[src/rtl/mmio_hub.sv]
// MMIO window decoder: routes CPU accesses to NUM_SLOTS peripheral slots with wait states, timeout and error pulses.
// Optional fault register at the top halfword of the window is enabled by defining MMIO_FAULT_REG_EN.
module mmio_hub #(
  parameter logic [15:0] BASE_ADDR      = 16'hFF00,
  parameter int          WINDOW_BITS    = 8,
  parameter int          NUM_SLOTS      = 4,
  parameter int          SLOT_ADDR_BITS = 4,
  parameter int          TIMEOUT        = 15
) (
  input  logic                        clk,
  input  logic                        rst,
  input  logic                        en,
  input  logic                        write_enable,
  input  logic                        byte_enable,
  input  logic                        byte_select,
  input  logic [15:0]                 addr,
  input  logic [15:0]                 data_in,
  output logic [15:0]                 data_out,
  output logic                        busy,
  output logic                        serviced_read,
  output logic                        serviced_write,
  output logic                        error,
  output logic [NUM_SLOTS-1:0]        slot_sel,
  output logic [SLOT_ADDR_BITS-1:0]   slot_addr,
  output logic                        slot_we,
  output logic [15:0]                 slot_wdata,
  input  logic [16*NUM_SLOTS-1:0]     slot_rdata,
  input  logic [NUM_SLOTS-1:0]        slot_ack
);
  localparam int IDX_W = WINDOW_BITS - SLOT_ADDR_BITS;

  typedef enum logic [1:0] {IDLE, ACCESS, DONE} state_t;
  state_t state, state_next;

  logic [15:0]          real_addr;
  logic [IDX_W-1:0]     idx;
  logic                 in_window, mapped, is_fault;
  logic [NUM_SLOTS-1:0] sel_onehot;
  logic                 ack_hit;
  logic [15:0]          ack_rdata;
  logic [7:0]           cnt;
  logic                 acc_we, acc_err, acc_unmapped;
  logic                 accept, finish_ack, finish_err;
  logic                 unused_addr_msb;

  assign unused_addr_msb = addr[15];
  assign real_addr = {addr[14:0], byte_enable ? byte_select : 1'b0};
  assign in_window = real_addr[15:WINDOW_BITS] == BASE_ADDR[15:WINDOW_BITS];
  assign idx       = real_addr[WINDOW_BITS-1:SLOT_ADDR_BITS];
  assign mapped    = {1'b0, idx} < (IDX_W+1)'(NUM_SLOTS);

`ifdef MMIO_FAULT_REG_EN
  localparam logic [15:0] FAULT_ADDR = BASE_ADDR + 16'((1 << WINDOW_BITS) - 2);
  logic [7:0]       fault_count;
  logic             f_write, f_timeout;
  logic [3:0]       f_idx;
  logic [IDX_W-1:0] acc_idx;
  logic [15:0]      fault_word;
  assign is_fault   = in_window && (real_addr == FAULT_ADDR);
  assign fault_word = {fault_count, f_write, f_timeout, 2'b00, f_idx};
`else
  assign is_fault = 1'b0;
`endif

  // Slot decode and selected-lane ack/read-data mux; slot_sel is one-hot so an OR-style pick is exact.
  always_comb begin
    sel_onehot = '0;
    ack_hit    = 1'b0;
    ack_rdata  = '0;
    for (int k = 0; k < NUM_SLOTS; k++) begin
      if (idx == IDX_W'(k)) sel_onehot[k] = 1'b1;
      if (slot_sel[k]) begin
        ack_hit   = slot_ack[k];
        ack_rdata = slot_rdata[16*k +: 16];
      end
    end
  end

  always_ff @(posedge clk or negedge rst) begin
    if (!rst) state <= IDLE;
    else      state <= state_next;
  end

  always_comb begin
    state_next     = state;
    accept         = 1'b0;
    finish_ack     = 1'b0;
    finish_err     = 1'b0;
    busy           = 1'b0;
    serviced_read  = 1'b0;
    serviced_write = 1'b0;
    error          = 1'b0;
    case (state)
      IDLE: accept = en && in_window;
      ACCESS: begin
        busy = 1'b1;
        // Ack is tested first so an ack on the final allowed cycle still completes cleanly.
        if (ack_hit)                          finish_ack = 1'b1;
        else if (acc_unmapped)                finish_err = 1'b1;
        else if (cnt + 8'd1 == 8'(TIMEOUT))   finish_err = 1'b1;
        if (finish_ack || finish_err) state_next = DONE;
      end
      DONE: begin
        serviced_read  = !acc_we;
        serviced_write = acc_we;
        error          = acc_err;
        state_next     = IDLE;
        accept         = en && in_window;
      end
      default: state_next = IDLE;
    endcase
    if (accept) state_next = is_fault ? DONE : ACCESS;
  end

  always_ff @(posedge clk or negedge rst) begin
    if (!rst) begin
      data_out     <= '0;
      slot_sel     <= '0;
      slot_addr    <= '0;
      slot_we      <= 1'b0;
      slot_wdata   <= '0;
      cnt          <= '0;
      acc_we       <= 1'b0;
      acc_err      <= 1'b0;
      acc_unmapped <= 1'b0;
`ifdef MMIO_FAULT_REG_EN
      fault_count  <= '0;
      f_write      <= 1'b0;
      f_timeout    <= 1'b0;
      f_idx        <= '0;
      acc_idx      <= '0;
`endif
    end else begin
      if (accept) begin
        acc_we       <= write_enable;
        acc_err      <= 1'b0;
        acc_unmapped <= !mapped && !is_fault;
        cnt          <= '0;
        if (mapped && !is_fault) begin
          slot_sel   <= sel_onehot;
          slot_addr  <= real_addr[SLOT_ADDR_BITS-1:0];
          slot_we    <= write_enable;
          slot_wdata <= data_in;
        end
`ifdef MMIO_FAULT_REG_EN
        acc_idx <= idx;
        if (is_fault) begin
          if (write_enable) begin
            fault_count <= '0;
            f_write     <= 1'b0;
            f_timeout   <= 1'b0;
            f_idx       <= '0;
          end else begin
            data_out <= fault_word;
          end
        end
`endif
      end
      if (state == ACCESS && !ack_hit) cnt <= cnt + 8'd1;
      if (finish_ack || finish_err) begin
        slot_sel <= '0;
        acc_err  <= finish_err;
        if (!acc_we) data_out <= finish_ack ? ack_rdata : 16'h0000;
      end
`ifdef MMIO_FAULT_REG_EN
      // The register is updated as DONE is entered so a read accepted in that DONE cycle already sees it.
      if (finish_err) begin
        fault_count <= (fault_count == 8'hFF) ? fault_count : fault_count + 8'd1;
        f_write     <= acc_we;
        f_timeout   <= !acc_unmapped;
        f_idx       <= 4'(acc_idx);
      end
`endif
    end
  end
endmodule

[config.mk]
export PLATFORM = sky130hd
export DESIGN_NAME = mmio_hub
export DESIGN_NICKNAME = d
export VERILOG_FILES = /design/src/rtl/mmio_hub.sv
export SDC_FILE = /design/constraint.sdc
export NUM_CORES = 1
export LEC_CHECK = 0
export CORE_UTILIZATION = 44
export CTS_BUF_LIST = sky130_fd_sc_hd__clkbuf_8
export CTS_CLUSTER_DIAMETER = 40
export DETAILED_ROUTE_END_ITERATION = 10
export DONT_BUFFER_PORTS = 1
export PLACE_DENSITY = 0.65
export SLEW_MARGIN = 20
export SYNTH_ARGS = -nofsm -noshare
export SYNTH_HDL_FRONTEND = slang
export SYNTH_SLANG_ARGS = --single-unit
[constraint.sdc]
create_clock -name clk -period 1.6 [get_ports clk]
set_clock_uncertainty 0.05 [all_clocks]
set_input_delay 0.16 -clock clk [delete_from_list [all_inputs] [get_ports clk]]
set_output_delay 0.16 -clock clk [all_outputs]
set_load 0.01 [all_outputs]
## Yosys cells after proc, flatten, opt, wreduce, memory -nomap -nowiden

Index checks and enable logic that the tools add are counted.

- Word-level logic and storage cells: 76
- Output and inout bits: 45
- Input bits: 106
- Flip-flop bits (word level): 54

- Add/subtract/negate cells: 1
- $lt $le $gt $ge: 1
- Bitwise logic cells: 1
- Mux-type cells: 37
- Reduce and logical (&&, ||, !) cells: 17
- Equality and inequality tests: 9

Operators by type and width:

| cell | number |
|---|---|
| 16-bit 2-to-1 mux | 5 |
| 1-bit 2-to-1 mux | 24 |
| 8-bit 2-to-1 mux | 2 |
| 4-bit 2-to-1 mux | 3 |
| 8-bit by 1-bit adder with 8-bit output (second input constant) | 1 |
| 4-bit by 2-bit == test with 1-bit output (second input constant) | 2 |
| 8-bit by 4-bit == test with 1-bit output (second input constant) | 1 |
| 8-bit == test (second input constant) | 1 |
| 2-bit AND reduction | 4 |
| 2-bit nonzero test | 3 |
| 4-bit by 1-bit == test with 1-bit output (second input constant) | 1 |
| 4-bit zero test | 1 |
| 4-bit by 3-bit < comparator with 1-bit output (second input constant) | 1 |
| 2-bit 2-to-1 mux | 2 |
| 2-bit one-hot mux with 2 select lines | 1 |
| 1-bit zero test | 3 |
| 3-bit inequality test (second input constant) | 1 |
| 2-bit by 1-bit == test with 1-bit output (second input constant) | 1 |
| 2-bit == test (second input constant) | 1 |
| 1-bit logical AND | 2 |
| 2-bit zero test | 1 |
| 1-bit logical OR | 2 |
| 2-bit inequality test (second input constant) | 1 |
| 2-bit OR reduction | 1 |
| 1-bit NOT | 1 |

## Longest topological paths before layout

- Depth after elaboration: 10
- Mapped depth: 7
- Mapped depth without buffers: 5

## Worst setup path after synthesis

OpenSTA, ideal clock, no wires.

- Path kind: register to register
- From: register state[0]
- To: register slot_addr[1]
- Cell stages (with the launch flop): 5
- Data arrival time: 1.571 ns
- Path buffers: 1
- Path slack: -0.146 ns
- Library setup time: 0.125 ns
- Clock period less this slack: 1.746 ns
- Required time: 1.425 ns
- Cells stage by stage: dfrtp_1 nand4b_4 nor4_4 buf_6 mux2_2

- Word-level cells in the longest chain between the ends: 4
- Elaborated cells between the ends (all ways): 5
- Classes of those cells: 1 x eq/ne; 1 x mux; 3 x reduce/logical

Ends and longest elaborated chain:

| what | RTL line | text |
|---|---|---|
| start: declaration | 33 | `state_t state, state_next;` |
| start signal: assignment | 81 | `else state <= state_next;` |
| 2-bit == test or 2-bit zero test (tied branches) | 93 | `case (state)` |
| 2-bit OR reduction (no line) * | - |  |
| 1-bit 2-to-1 mux * | - |  |
| 2-bit AND reduction (no line) * | - |  |
| end signal: assignment | 141 | `slot_addr <= real_addr[SLOT_ADDR_BITS-1:0];` |
| end: declaration | 24 | `output logic [SLOT_ADDR_BITS-1:0] slot_addr,` |

Every way passes the cells marked *; elsewhere a longest branch is shown, timed or not.
A chain may end at the register's enable or synchronous reset.

## Worst setup path after layout

- From: register slot_sel[2]
- To: register data_out[12]

- Word-level cells in the longest chain between the ends: 7
- Elaborated cells between the ends (all ways): 13
- Classes of those cells: 11 x mux; 2 x reduce/logical

Ends and longest elaborated chain:

| what | RTL line | text |
|---|---|---|
| start: declaration | 23 | `output logic [NUM_SLOTS-1:0] slot_sel,` |
| start signal: assignment | 140 | `slot_sel <= sel_onehot;` |
| 1-bit 2-to-1 mux (2 in series) | 72 | `if (slot_sel[k]) begin` |
| 1-bit 2-to-1 mux | 98 | `if (ack_hit) finish_ack = 1'b1;` |
| 1-bit 2-to-1 mux (2 in series) | 93 |  |
| 1-bit logical OR | 160 | `if (finish_ack \|\| finish_err) begin` |
| 2-bit AND reduction (no line) | - |  |
| end signal: assignment | 163 | `if (!acc_we) data_out <= finish_ack ? ack_rdata : 16'h0000;` |
| end: declaration | 18 | `output logic [15:0] data_out,` |

Parallel ways exist; a longest one is shown, timed or not. The select of a mux whose other input is x is not followed.

==> results.md <==
* Number of global-route vias before repair at 2733
* Antenna diodes at 0
* Core Util, Final at 59.6%
* Initial antenna violation count at 0
* Final cell count without fillers at 472
* GR Overflow Total at 0
* Global-route wire length before repair at 13.4 mm
* Pwr Total at 2630 µW
* Slew @ Worst Pin at 443 ps
* Reg clk slew, reported paths at 120 ps
* Worst Reg-to-Reg Cells at 6
* Initial DRC Count at 109
* WL final at 8.96 mm
* Vias per cell at 5.74
* Crit-path max FO at 7
* Hold path depth at 3
* RePlAce Congestion at 0.817
* Adder-cell share of the synthesized area at 0.791%
* Core area at 6870 µm²
* Mux share of post-synthesis cell area at 8.43%
* H-tree depth at 2
* Hold/Removal Path Class: in -> reg
* Critical Path AT at 1890 ps
* WS Path Type: reg -> reg
* Net Count, Synth at 437
* VDD IR max at 469 µV
* Largest family of logic cells by synthesized area: compound AO/OA/AOI/OAI gates
* Cell area power density at 642 nW/µm²
* Synthesis-stage register bit count at 54
* Net Sw Power at 737 µW
* Failing checks: setup timing
* Pin count of the biggest net entering global routing at 55
* Hold path startpoint: addr[3]
* Sequential area share after synthesis at 42.7%
* # rows at 30
* Routed wire per std cell at 19.0 µm
* Post-synthesis xor/xnor area fraction at 0.831%
* Starting Density at 46.0%
* Worst reg2reg setup slack at -100 ps
* Synth Warn # at 0
* EDFF count, synth at 0
* Placed cell count at 429
* Clock sinks at 54
* Root buffer cell: clkbuf_8
* Die Area at 7530 µm²
* Post-DRT Antenna Nets at 0
* WHS at 34.1 ps
* IO Count at 151
* Gate power share at 10.7%
* Die Width at 86.8 µm
* Required @ worst endpoint at 1790 ps
* Area of the mapped netlist at 3160 µm²
* Top-count cell post-synth: dfrtp_1
* Yosys top cell area share at 42.7%
* Fillers at 597
* Layout area overhead at 29.4%
* Worst r2r src: slot_sel[2]
* Final min period at 1700 ps
* Syn Inst Count at 329
* Pint at 1890 µW
* Synth Area in Simple Gates at 15.5%
* Most used DFF post-synth: dfrtp_1
* Outcome: complete, but fails checks
* Post-route setup slack at -101 ps
* Avg Cell Area, Syn at 9.61 µm²
* Net total in the final layout at 483
* Final setup fails at 29
* F_max at 0.588 GHz
* Synth area leaders: dfrtp_1 43%, mux2_2 7.5%, a221o_1 5.4%, o211ai_1 5.0%, inv_1 4.9%
* Period Utilization, post-route at 106%
* P_leak at 0.00185 µW
* Compound-cell area share of the yosys netlist at 22.8%
* Crit path cell chain: nor3b_4, a221o_1, buf_6, buf_12, a211o_1, o211ai_1
* Crit path capture type: flip-flop
* Sequential power share at 57.0%
* Via count at 2708
* Final TNS setup at -2100 ps
* Tot GR Track Use at 23.2%
* Final hold viol count at 0
* Maxcap violations at 0
* Die height at 86.8 µm
* Net Sw Frac at 28.0%
* Post-DP HPWL at 5.76 mm
* Commonest cells in the netlist: 54 x dfrtp_1, 41 x inv_1, 39 x nand2_1, 21 x mux2_2, 21 x o211ai_1
* Clock share of power at 32.3%
* I/O Buffers at 0
* RSZ-0062 raised after global routing: true
* Max Slew Vio Count at 0
* Total CTS buffers at 5
* Number of distinct library cells after synthesis at 39
* Asr flop ratio synth at 100%
* Headroom to the max-slew limit at 70.1%
* Top cell type by total area after synthesis: dfrtp_1
* Worst setup SP type: flip-flop
* Clk buf depth at 2
* Residual DRC at 0
* Slowest CP cell: dfrtp_2
* Clock Latency Late Sink at 320 ps
* Layout cell share with drive strength beyond 1 at 25.3%
* Worst stage delay on the critical path at 480 ps
* TritonRoute pass-1 iters at 4
* R2r endpoint: data_out[12]
* Hold endpoint: slot_sel[0]
* CTS tree: done
final cells by class:
class / instances / area, µm² / area share [%]
clock buffer: 5 / 68.8 / 1.68
clock inverter: 3 / 28.8 / 0.703
inverter: 41 / 156 / 3.82
multi-input combinational: 209 / 1680 / 41.1
sequential: 54 / 1360 / 33.1
tap: 96 / 120 / 2.94
timing repair buffer: 64 / 679 / 16.6
cell families after synthesis:
kind of cell	after synthesis
compound gates	93
simple gates	87
buf+inv	66
flops	54
mux	24
xor+xnor	3
fa+ha+maj	2
worst max-delay path: cells and delay by family, from the launching register on:
family	cells	cell delay, ps
buffers and inverters	2	290
flip-flops	1	480
AND/OR/NAND/NOR	1	180
AO/OA/AOI/OAI	3	610
cells in the final DEF, fill, tap and decap left out, drive strengths merged, types with 2 or more instances in the layout:
cell	count
dfrtp	54
clkinv	2
mux2	21
xnor2	3
nand2b	2
nor2	4
o21ai	11
buf	38
nor3	3
a221o	17
dlygate4sd3	25
nand2	39
o221ai	3
nand3b	17
nor2b	4
inv	42
or4	2
nand3	6
ha	2
o211ai	21
clkbuf	6
mux2i	3
a211o	16
a21oi	20
nor3b	2
and3b	2
what timing repair did:
action / CTS / global route
resized for setup: 32 / 15
hold buffers: 26 / 0
setup endpoints to repair: 31 / 48
gates cloned: 3 / 2
buffers inserted: 4 / 1
pin swaps: 18 / 6
hold endpoints to repair: 77 / 0
sequential cells by signal, indices dropped and copies added, names as in the netlist:
register      cells
slot_we           1
cnt               8
acc_unmapped      1
slot_wdata       16
slot_sel          4
acc_err           1
slot_addr         4
state             2
acc_we            1
data_out         16
stage by stage:
| stage | setup WS, ps | instance area, µm² |
|---|---|---|
| floorplan | -71.5 | 3220 |
| global placement | -83.7 | 3440 |
| detailed placement | -184 | 3440 |
| CTS | -103 | 3990 |
| global route | -183 | 4090 |
| finish | -101 | 4090 |
power groups by stage:
stage	clock, µW	combinational [µW]	sequential [µW]
after CTS	868	273	1500
after global routing	920	311	1510
after detailed placement	0	164	1520
final	849	280	1500
after global placement	0	158	1520
after floorplan	0	132	1510
routing by layer:
layer	vias up	track usage, %	wire [µm]
met5	-	0	0
met4	0	5.45	111
met3	12	7.52	673
met2	93	39.8	4480
met1	1335	28.5	3690
li1	1268	-	-
worst max-delay path by stage:
stage | cells past startpoint | from | end
2_1_floorplan | 4 | state[0] | slot_wdata[10]
3_3_place_gp | 5 | slot_sel[2] | data_out[0]
3_5_place_dp | 5 | slot_sel[1] | cnt[5]
4_1_cts | 6 | slot_sel[1] | data_out[10]
5_1_grt | 7 | slot_sel[1] | data_out[12]
6_report | 6 | slot_sel[2] | data_out[12]
(Power assumes the default switching activity.)
